## src/rtl/hsi_m_rx_frame_buf.sv

```systemverilog
// Single-frame receive byte buffer: captures decoded bytes, qualifies the frame at end, serves it via ready/ack.
// Optional macro HSI_RX_BUF_CRC_STRIP_EN hides the trailing CRC16 bytes and raises the minimum frame length.
module hsi_m_rx_frame_buf #(
  parameter int unsigned ADDR_W = 6,
  parameter int unsigned CNT_W  = 8
) (
  input  logic              clk,
  input  logic              n_rst,
  input  logic [7:0]        d,
  input  logic              d_rdy,
  input  logic              frame_end,
  input  logic [5:0]        rx_errs,
  output logic              frm_rdy,
  output logic [ADDR_W:0]   frm_len,
  output logic [7:0]        rd_dat,
  output logic              rd_vld,
  input  logic              rd_ack,
  output logic              busy,
  output logic [CNT_W-1:0]  drop_cnt,
  output logic              ovf
);

  localparam int unsigned DEPTH = 2 ** ADDR_W;
  localparam int unsigned LEN_W = ADDR_W + 1;
`ifdef HSI_RX_BUF_CRC_STRIP_EN
  localparam int unsigned TRIM    = 2;
  localparam int unsigned MIN_LEN = 3;
`else
  localparam int unsigned TRIM    = 0;
  localparam int unsigned MIN_LEN = 1;
`endif

  typedef enum logic [1:0] {S_IDLE, S_FILL, S_CHECK, S_READY} state_t;

  state_t             r_state;
  state_t             w_state_nxt;
  logic               r_d_rdy_q;
  logic [LEN_W-1:0]   r_wr_ptr;
  logic [LEN_W-1:0]   r_rd_ptr;
  logic               r_full_hit;
  logic               r_frm_rdy;
  logic [LEN_W-1:0]   r_frm_len;
  logic [CNT_W-1:0]   r_drop_cnt;
  logic               r_ovf;
  logic [7:0]         r_mem [DEPTH];

  logic               w_wr_stb;
  logic               w_full;
  logic               w_bad;
  logic               w_rd_vld;
  logic               w_last_ack;
  logic               w_wr_en;
  logic [ADDR_W-1:0]  w_wr_addr;
  logic [LEN_W-1:0]   w_wr_ptr_nxt;
  logic               w_full_set;
  logic               w_ovf_set;
  logic               w_drop;
  logic               w_accept;
  logic               w_rd_adv;
  logic               w_release;

  assign w_wr_stb   = d_rdy & ~r_d_rdy_q;
  assign w_full     = (r_wr_ptr == LEN_W'(DEPTH));
  assign w_bad      = (rx_errs != '0) || r_full_hit || (r_wr_ptr < LEN_W'(MIN_LEN));
  assign w_rd_vld   = r_frm_rdy && (r_rd_ptr < r_frm_len);
  assign w_last_ack = rd_ack && w_rd_vld && (LEN_W'(r_rd_ptr + 1'b1) == r_frm_len);

  always_ff @(posedge clk or negedge n_rst) begin
    if (!n_rst) r_state <= S_IDLE;
    else        r_state <= w_state_nxt;
  end

  always_comb begin
    w_state_nxt = r_state;
    case (r_state)
      S_IDLE:  if (w_wr_stb) w_state_nxt = frame_end ? S_CHECK : S_FILL;
      S_FILL:  if (frame_end) w_state_nxt = S_CHECK;
      S_CHECK: w_state_nxt = w_bad ? S_IDLE : S_READY;
      S_READY: if (w_last_ack) w_state_nxt = S_IDLE;
      default: w_state_nxt = S_IDLE;
    endcase
  end

  // Datapath control strobes; errors are judged in CHECK because the checker lags frame_end by a cycle.
  always_comb begin
    w_wr_en      = 1'b0;
    w_wr_addr    = r_wr_ptr[ADDR_W-1:0];
    w_wr_ptr_nxt = r_wr_ptr;
    w_full_set   = 1'b0;
    w_ovf_set    = 1'b0;
    w_drop       = 1'b0;
    w_accept     = 1'b0;
    w_rd_adv     = 1'b0;
    w_release    = 1'b0;
    case (r_state)
      S_IDLE: begin
        w_wr_addr    = '0;
        w_wr_en      = w_wr_stb;
        w_wr_ptr_nxt = w_wr_stb ? LEN_W'(1) : '0;
      end
      S_FILL: begin
        if (w_wr_stb && w_full) begin
          w_full_set = 1'b1;
          w_ovf_set  = 1'b1;
        end else if (w_wr_stb) begin
          w_wr_en      = 1'b1;
          w_wr_ptr_nxt = LEN_W'(r_wr_ptr + 1'b1);
        end
      end
      S_CHECK: begin
        w_drop   = w_bad;
        w_accept = ~w_bad;
      end
      S_READY: begin
        w_ovf_set = w_wr_stb;
        w_rd_adv  = rd_ack && w_rd_vld;
        w_release = w_last_ack;
      end
      default: ;
    endcase
  end

  always_ff @(posedge clk or negedge n_rst) begin
    if (!n_rst) begin
      r_d_rdy_q  <= 1'b0;
      r_wr_ptr   <= '0;
      r_rd_ptr   <= '0;
      r_full_hit <= 1'b0;
      r_frm_rdy  <= 1'b0;
      r_frm_len  <= '0;
      r_drop_cnt <= '0;
      r_ovf      <= 1'b0;
    end else begin
      r_d_rdy_q <= d_rdy;
      r_wr_ptr  <= w_wr_ptr_nxt;
      if (r_state == S_IDLE) r_full_hit <= 1'b0;
      else if (w_full_set)   r_full_hit <= 1'b1;
      if (w_ovf_set) r_ovf <= 1'b1;
      if (w_drop && (r_drop_cnt != '1)) r_drop_cnt <= CNT_W'(r_drop_cnt + 1'b1);
      if (w_accept) begin
        r_frm_rdy <= 1'b1;
        r_frm_len <= LEN_W'(r_wr_ptr - LEN_W'(TRIM));
        r_rd_ptr  <= '0;
      end else if (w_release) begin
        r_frm_rdy <= 1'b0;
        r_frm_len <= '0;
        r_rd_ptr  <= '0;
      end else if (w_rd_adv) begin
        r_rd_ptr <= LEN_W'(r_rd_ptr + 1'b1);
      end
    end
  end

  // Storage array has no reset; reads are masked until a qualified frame is held.
  always_ff @(posedge clk) begin
    if (w_wr_en) r_mem[w_wr_addr] <= d;
  end

  assign frm_rdy  = r_frm_rdy;
  assign frm_len  = r_frm_len;
  assign rd_vld   = w_rd_vld;
  assign rd_dat   = w_rd_vld ? r_mem[r_rd_ptr[ADDR_W-1:0]] : 8'h00;
  assign busy     = (r_state != S_IDLE);
  assign drop_cnt = r_drop_cnt;
  assign ovf      = r_ovf;

endmodule

```

## config.mk

```make
export PLATFORM = sky130hd
export DESIGN_NAME = hsi_m_rx_frame_buf
export DESIGN_NICKNAME = d
export VERILOG_FILES = /design/src/rtl/hsi_m_rx_frame_buf.sv
export SDC_FILE = /design/constraint.sdc
export NUM_CORES = 1
export LEC_CHECK = 0
export CAP_MARGIN = 40
export CORE_ASPECT_RATIO = 0.7
export CORE_MARGIN = 10
export CORE_UTILIZATION = 66
export CTS_CLUSTER_SIZE = 14
export DETAILED_ROUTE_END_ITERATION = 10
export MAX_ROUTING_LAYER = met4
export PLACE_DENSITY = 0.84
export SYNTH_ARGS = -nofsm -noshare
export SYNTH_HDL_FRONTEND = slang
export SYNTH_SLANG_ARGS = --single-unit
```

## constraint.sdc

```tcl
create_clock -name clk -period 7 [get_ports clk]
set_input_delay 1.75 -clock clk [delete_from_list [all_inputs] [get_ports clk]]
set_output_delay 1.75 -clock clk [all_outputs]
set_load 0.01 [all_outputs]
```

==> results.cfg <==
[final_layout]
n_fill_cell = 1730
n_antenna_cell = 0
layout-drive-gt1-share_pct = 19.0
design.final.nets = 1227
post_layout_nonfiller_instances = 1656
area_growth_syn_to_layout_pct = 11.4

[floorplanning]
core-area_um2 = 32500
core.rowCount = 55
die-area_um2 = 40800
boundaryPins = 46
floorplan.initialDensity_pct = 67.1
fp.dieH_um = 172
die_w_um = 237

[sta]
finClkSkew_ns = 0.0229
timing.setup.tns_ns = 0
fmax_mhz = 174
fin_ws_ns = 1.27
setup_viol_count_final = 0
finalCriticalPeriod_ns = 5.73
worst_slew_margin_rel_pct = 33.5
timing.final.max_slew_violations = 0
min_period_over_period_pct = 81.9
timing.final.hold_violations = 0
rsz0062_at_grt = no
worst_slew_pin_slew_ns = 0.995

[placed_design]
post-place-ws_ns = 1.88
place.detailed.hpwl_mm = 31.7
buffer_ports.inserted = 45
placedCellCount = 1571
gpl.final_weighted_congestion = 0.936

[hold_path]
holdCritPathClass = reg2reg
hold_path_startpoint = ovf
hold_path_depth = 2
min_delay_worst_endpoint = ovf

[setup_path]
r2r-end = frm_len[0]
cp.required_ns = 5.25
rr_startpoint = r_rd_ptr[1]
worstSetupStartpointType = flop
worst_setup_path_end_kind = primary output
timing_worst_setup_path_type = reg2out
critical_path_peak_fanout = 44
timing.reg2reg.worst_path_depth = 8
setup.reg_to_reg.worst_slack_ns = 2.97
crit_arrival_ns = 3.98

[logic_synthesis]
syn-instance-count = 1128
ys_seq_elements = 547
yosys_most_used_dff = sky130_fd_sc_hd__edfxtp_1
synthesis.area_um2 = 21800
synth_async_sr_flop_share_pct = 6.40
yosys_warnings = 0
synthesis.nets = 1158
syn_area_per_cell_um2 = 19.3
synth.yosys.seq_area_share_pct = 74.5
synthDistinctLibCells = 52
synth_edf_count = 512

[power]
power_frac_comb_pct = 26.0
maximum_vdd_ir_drop_mv = 0.222
power_switching_mw = 2.43
p_leak_nw = 7.82
clkPwrFrac_pct = 29.3
switching_share_pct = 28.7
p_int_mw = 6.05
power_density_nw_per_um2 = 349
power.share.sequential_pct = 44.7
design_power_total_mw = 8.49

[cts]
post_cts_resized = 0
post_cts.repair.setup_buffers = 0
postCtsHoldBufs = 0
cts_tree = done
cts-htree-levels = 2
clock_pin_slew_on_the_worst_setup_and_hold_paths_ns = 0.06
clock_insertion_delay_worst_skew_ns = 0.57
root_buffer_master = sky130_fd_sc_hd__clkbuf_16
numCtsBuffers = 49
cts.sink_count = 547
cts-root-to-sink-buffers = 3

[grt]
antenna_found_initial = 0
pin_count_of_the_biggest_net_entering_global_routing = 55
global_router_s_overall_resource_usage_pct = 26.8
grt_first_pass_wirelength_mm = 77.9
first_global_vias = 11600
overflow = 0

[detailed_routing]
drt_pass1_iterations = 7
post_dr_vias_cell = 7.07
detail_route.iter0.violations = 1980
route.vias.total = 11700
detail-route-antenna-nets = 0
drt-wirelength-per-cell_um = 31.2
totalWireLength_mm = 51.7
route.detailed.drc = 0

[job]
max-cap-violations = 0

[run_status]
run_status = complete, no violations
## Yosys cell counts (all sizes together), types with 11 or more instances
cell type / count / area [um2]
mux2i: 40 / 400
a22oi: 16 / 120
xnor2: 11 / 96.3
nand3: 12 / 60.1
edfxtp: 512 / 15400
mux4: 122 / 2750
clkbuf: 24 / 90.1
nand2: 46 / 173
dfrtp: 35 / 876
inv: 15 / 56.3
nor2: 87 / 327
a21oi: 21 / 105
o21ai: 15 / 75.1
buf: 33 / 184
ha: 11 / 138
## power groups by stage
| stage | clock, mW | combinational (mW) | sequential (mW) |
|---|---|---|---|
| 4_1_cts | 2.50 | 2.18 | 3.79 |
| 2_1_floorplan | 0 | 1.55 | 3.72 |
| 3_3_place_gp | 0 | 1.97 | 3.93 |
| 6_report | 2.49 | 2.21 | 3.79 |
| 5_1_grt | 2.63 | 2.31 | 3.80 |
| 3_5_place_dp | 0 | 2.15 | 3.85 |
## through the flow
| step | utilization [%] | hold WS (ns) | cell area (um2) |
|---|---|---|---|
| final | 74.8 | 0.471 | 24300 |
| after global routing | 74.8 | 0.509 | 24300 |
| after CTS | 74.7 | 0.475 | 24300 |
| after detailed placement | 70.3 | 0.460 | 22800 |
| after global placement | 69.4 | 0.458 | 22600 |
| after floorplan | - | 0.454 | 21800 |
## registers in the layout, indices dropped and copies added (netlist names)
signal      count
r_rd_ptr        7
drop_cnt        8
r_d_rdy_q       1
r_wr_ptr        7
r_mem         512
ovf             1
r_state         2
frm_rdy         1
frm_len         7
r_full_hit      1
## routing by layer
metal	routed length [um]	share of wire (%)	GRT usage [%]	vias to the layer above
met1	20000	39	37.3	6020
met5	0	0	-	-
met2	24400	47	40.8	855
met4	1440	2.8	7.11	0
li1	-	-	-	4720
met3	5830	11	5.06	112
## critical path, cell delays in order, from the launching register on
cell,delay (ns)
sky130_fd_sc_hd__dfrtp_4,0.70
sky130_fd_sc_hd__buf_12,0.30
sky130_fd_sc_hd__buf_12,0.36
sky130_fd_sc_hd__mux4_2,0.56
sky130_fd_sc_hd__mux2_2,0.28
sky130_fd_sc_hd__a21oi_1,0.30
sky130_fd_sc_hd__o21ai_0,0.15
sky130_fd_sc_hd__and4_1,0.23
sky130_fd_sc_hd__clkdlybuf4s50_1,0.51
## how the worst max path moves through the flow
stage                startpoint         to  slack [ns]  cells after the start
floorplan           r_rd_ptr[0]  rd_dat[5]        2.83                     13
detailed placement  r_rd_ptr[0]  rd_dat[1]        1.88                      8
global route        r_rd_ptr[0]  rd_dat[6]        1.09                      7
finish              r_rd_ptr[0]  rd_dat[1]        1.27                      8
global placement    r_rd_ptr[0]  rd_dat[5]        1.80                      6
CTS                 r_rd_ptr[0]  rd_dat[1]        1.26                      8
## cell usage in the layout, fill, tap and decap left out, types with 7 or more instances in the layout
| master | instances |
|---|---|
| sky130_fd_sc_hd__a31oi_1 | 9 |
| sky130_fd_sc_hd__clkinv_1 | 11 |
| sky130_fd_sc_hd__mux2i_1 | 40 |
| sky130_fd_sc_hd__nand3_1 | 12 |
| sky130_fd_sc_hd__nand2_1 | 46 |
| sky130_fd_sc_hd__a211oi_1 | 10 |
| sky130_fd_sc_hd__dfrtp_1 | 32 |
| sky130_fd_sc_hd__xor2_1 | 9 |
| sky130_fd_sc_hd__clkdlybuf4s50_1 | 36 |
| sky130_fd_sc_hd__mux2_2 | 8 |
| sky130_fd_sc_hd__and4_1 | 8 |
| sky130_fd_sc_hd__nor3_1 | 7 |
| sky130_fd_sc_hd__xnor2_1 | 11 |
| sky130_fd_sc_hd__a21oi_1 | 21 |
| sky130_fd_sc_hd__a22oi_1 | 16 |
| sky130_fd_sc_hd__buf_12 | 11 |
| sky130_fd_sc_hd__mux4_2 | 122 |
| sky130_fd_sc_hd__nor2_1 | 87 |
| sky130_fd_sc_hd__clkbuf_1 | 14 |
| sky130_fd_sc_hd__a22o_1 | 8 |
| sky130_fd_sc_hd__o22ai_1 | 10 |
| sky130_fd_sc_hd__inv_1 | 15 |
| sky130_fd_sc_hd__o21ai_0 | 14 |
| sky130_fd_sc_hd__edfxtp_1 | 512 |
| sky130_fd_sc_hd__ha_1 | 11 |
| sky130_fd_sc_hd__buf_4 | 19 |
| sky130_fd_sc_hd__clkbuf_16 | 51 |
| sky130_fd_sc_hd__buf_2 | 9 |
## area by class of cell
| cell class | instances | area [um2] | area share (%) |
|---|---|---|---|
| Sequential cell | 547 | 16300 | 67.0 |
| Multi-Input combinational cell | 508 | 5220 | 21.5 |
| Clock buffer | 65 | 1330 | 5.47 |
| Tap cell | 427 | 534 | 2.20 |
| Inverter | 16 | 60.1 | 0.247 |
| Clock inverter | 18 | 109 | 0.448 |
| Timing Repair Buffer | 75 | 768 | 3.16 |
## cells by family (layout without fill, tap and decap cells)
group | after synthesis | in the layout | synth area share (%)
flip-flops | 547 | 547 | 74.5
AND/OR/NAND/NOR | 200 | 200 | 4.38
multiplexers | 170 | 170 | 14.9
AO/OA/AOI/OAI | 107 | 107 | 3.28
buffers and inverters | 73 | 174 | 1.53
XOR/XNOR | 20 | 20 | 0.803
adder cells (fa/ha/maj) | 11 | 11 | 0.631
(Power assumes the default switching activity.)
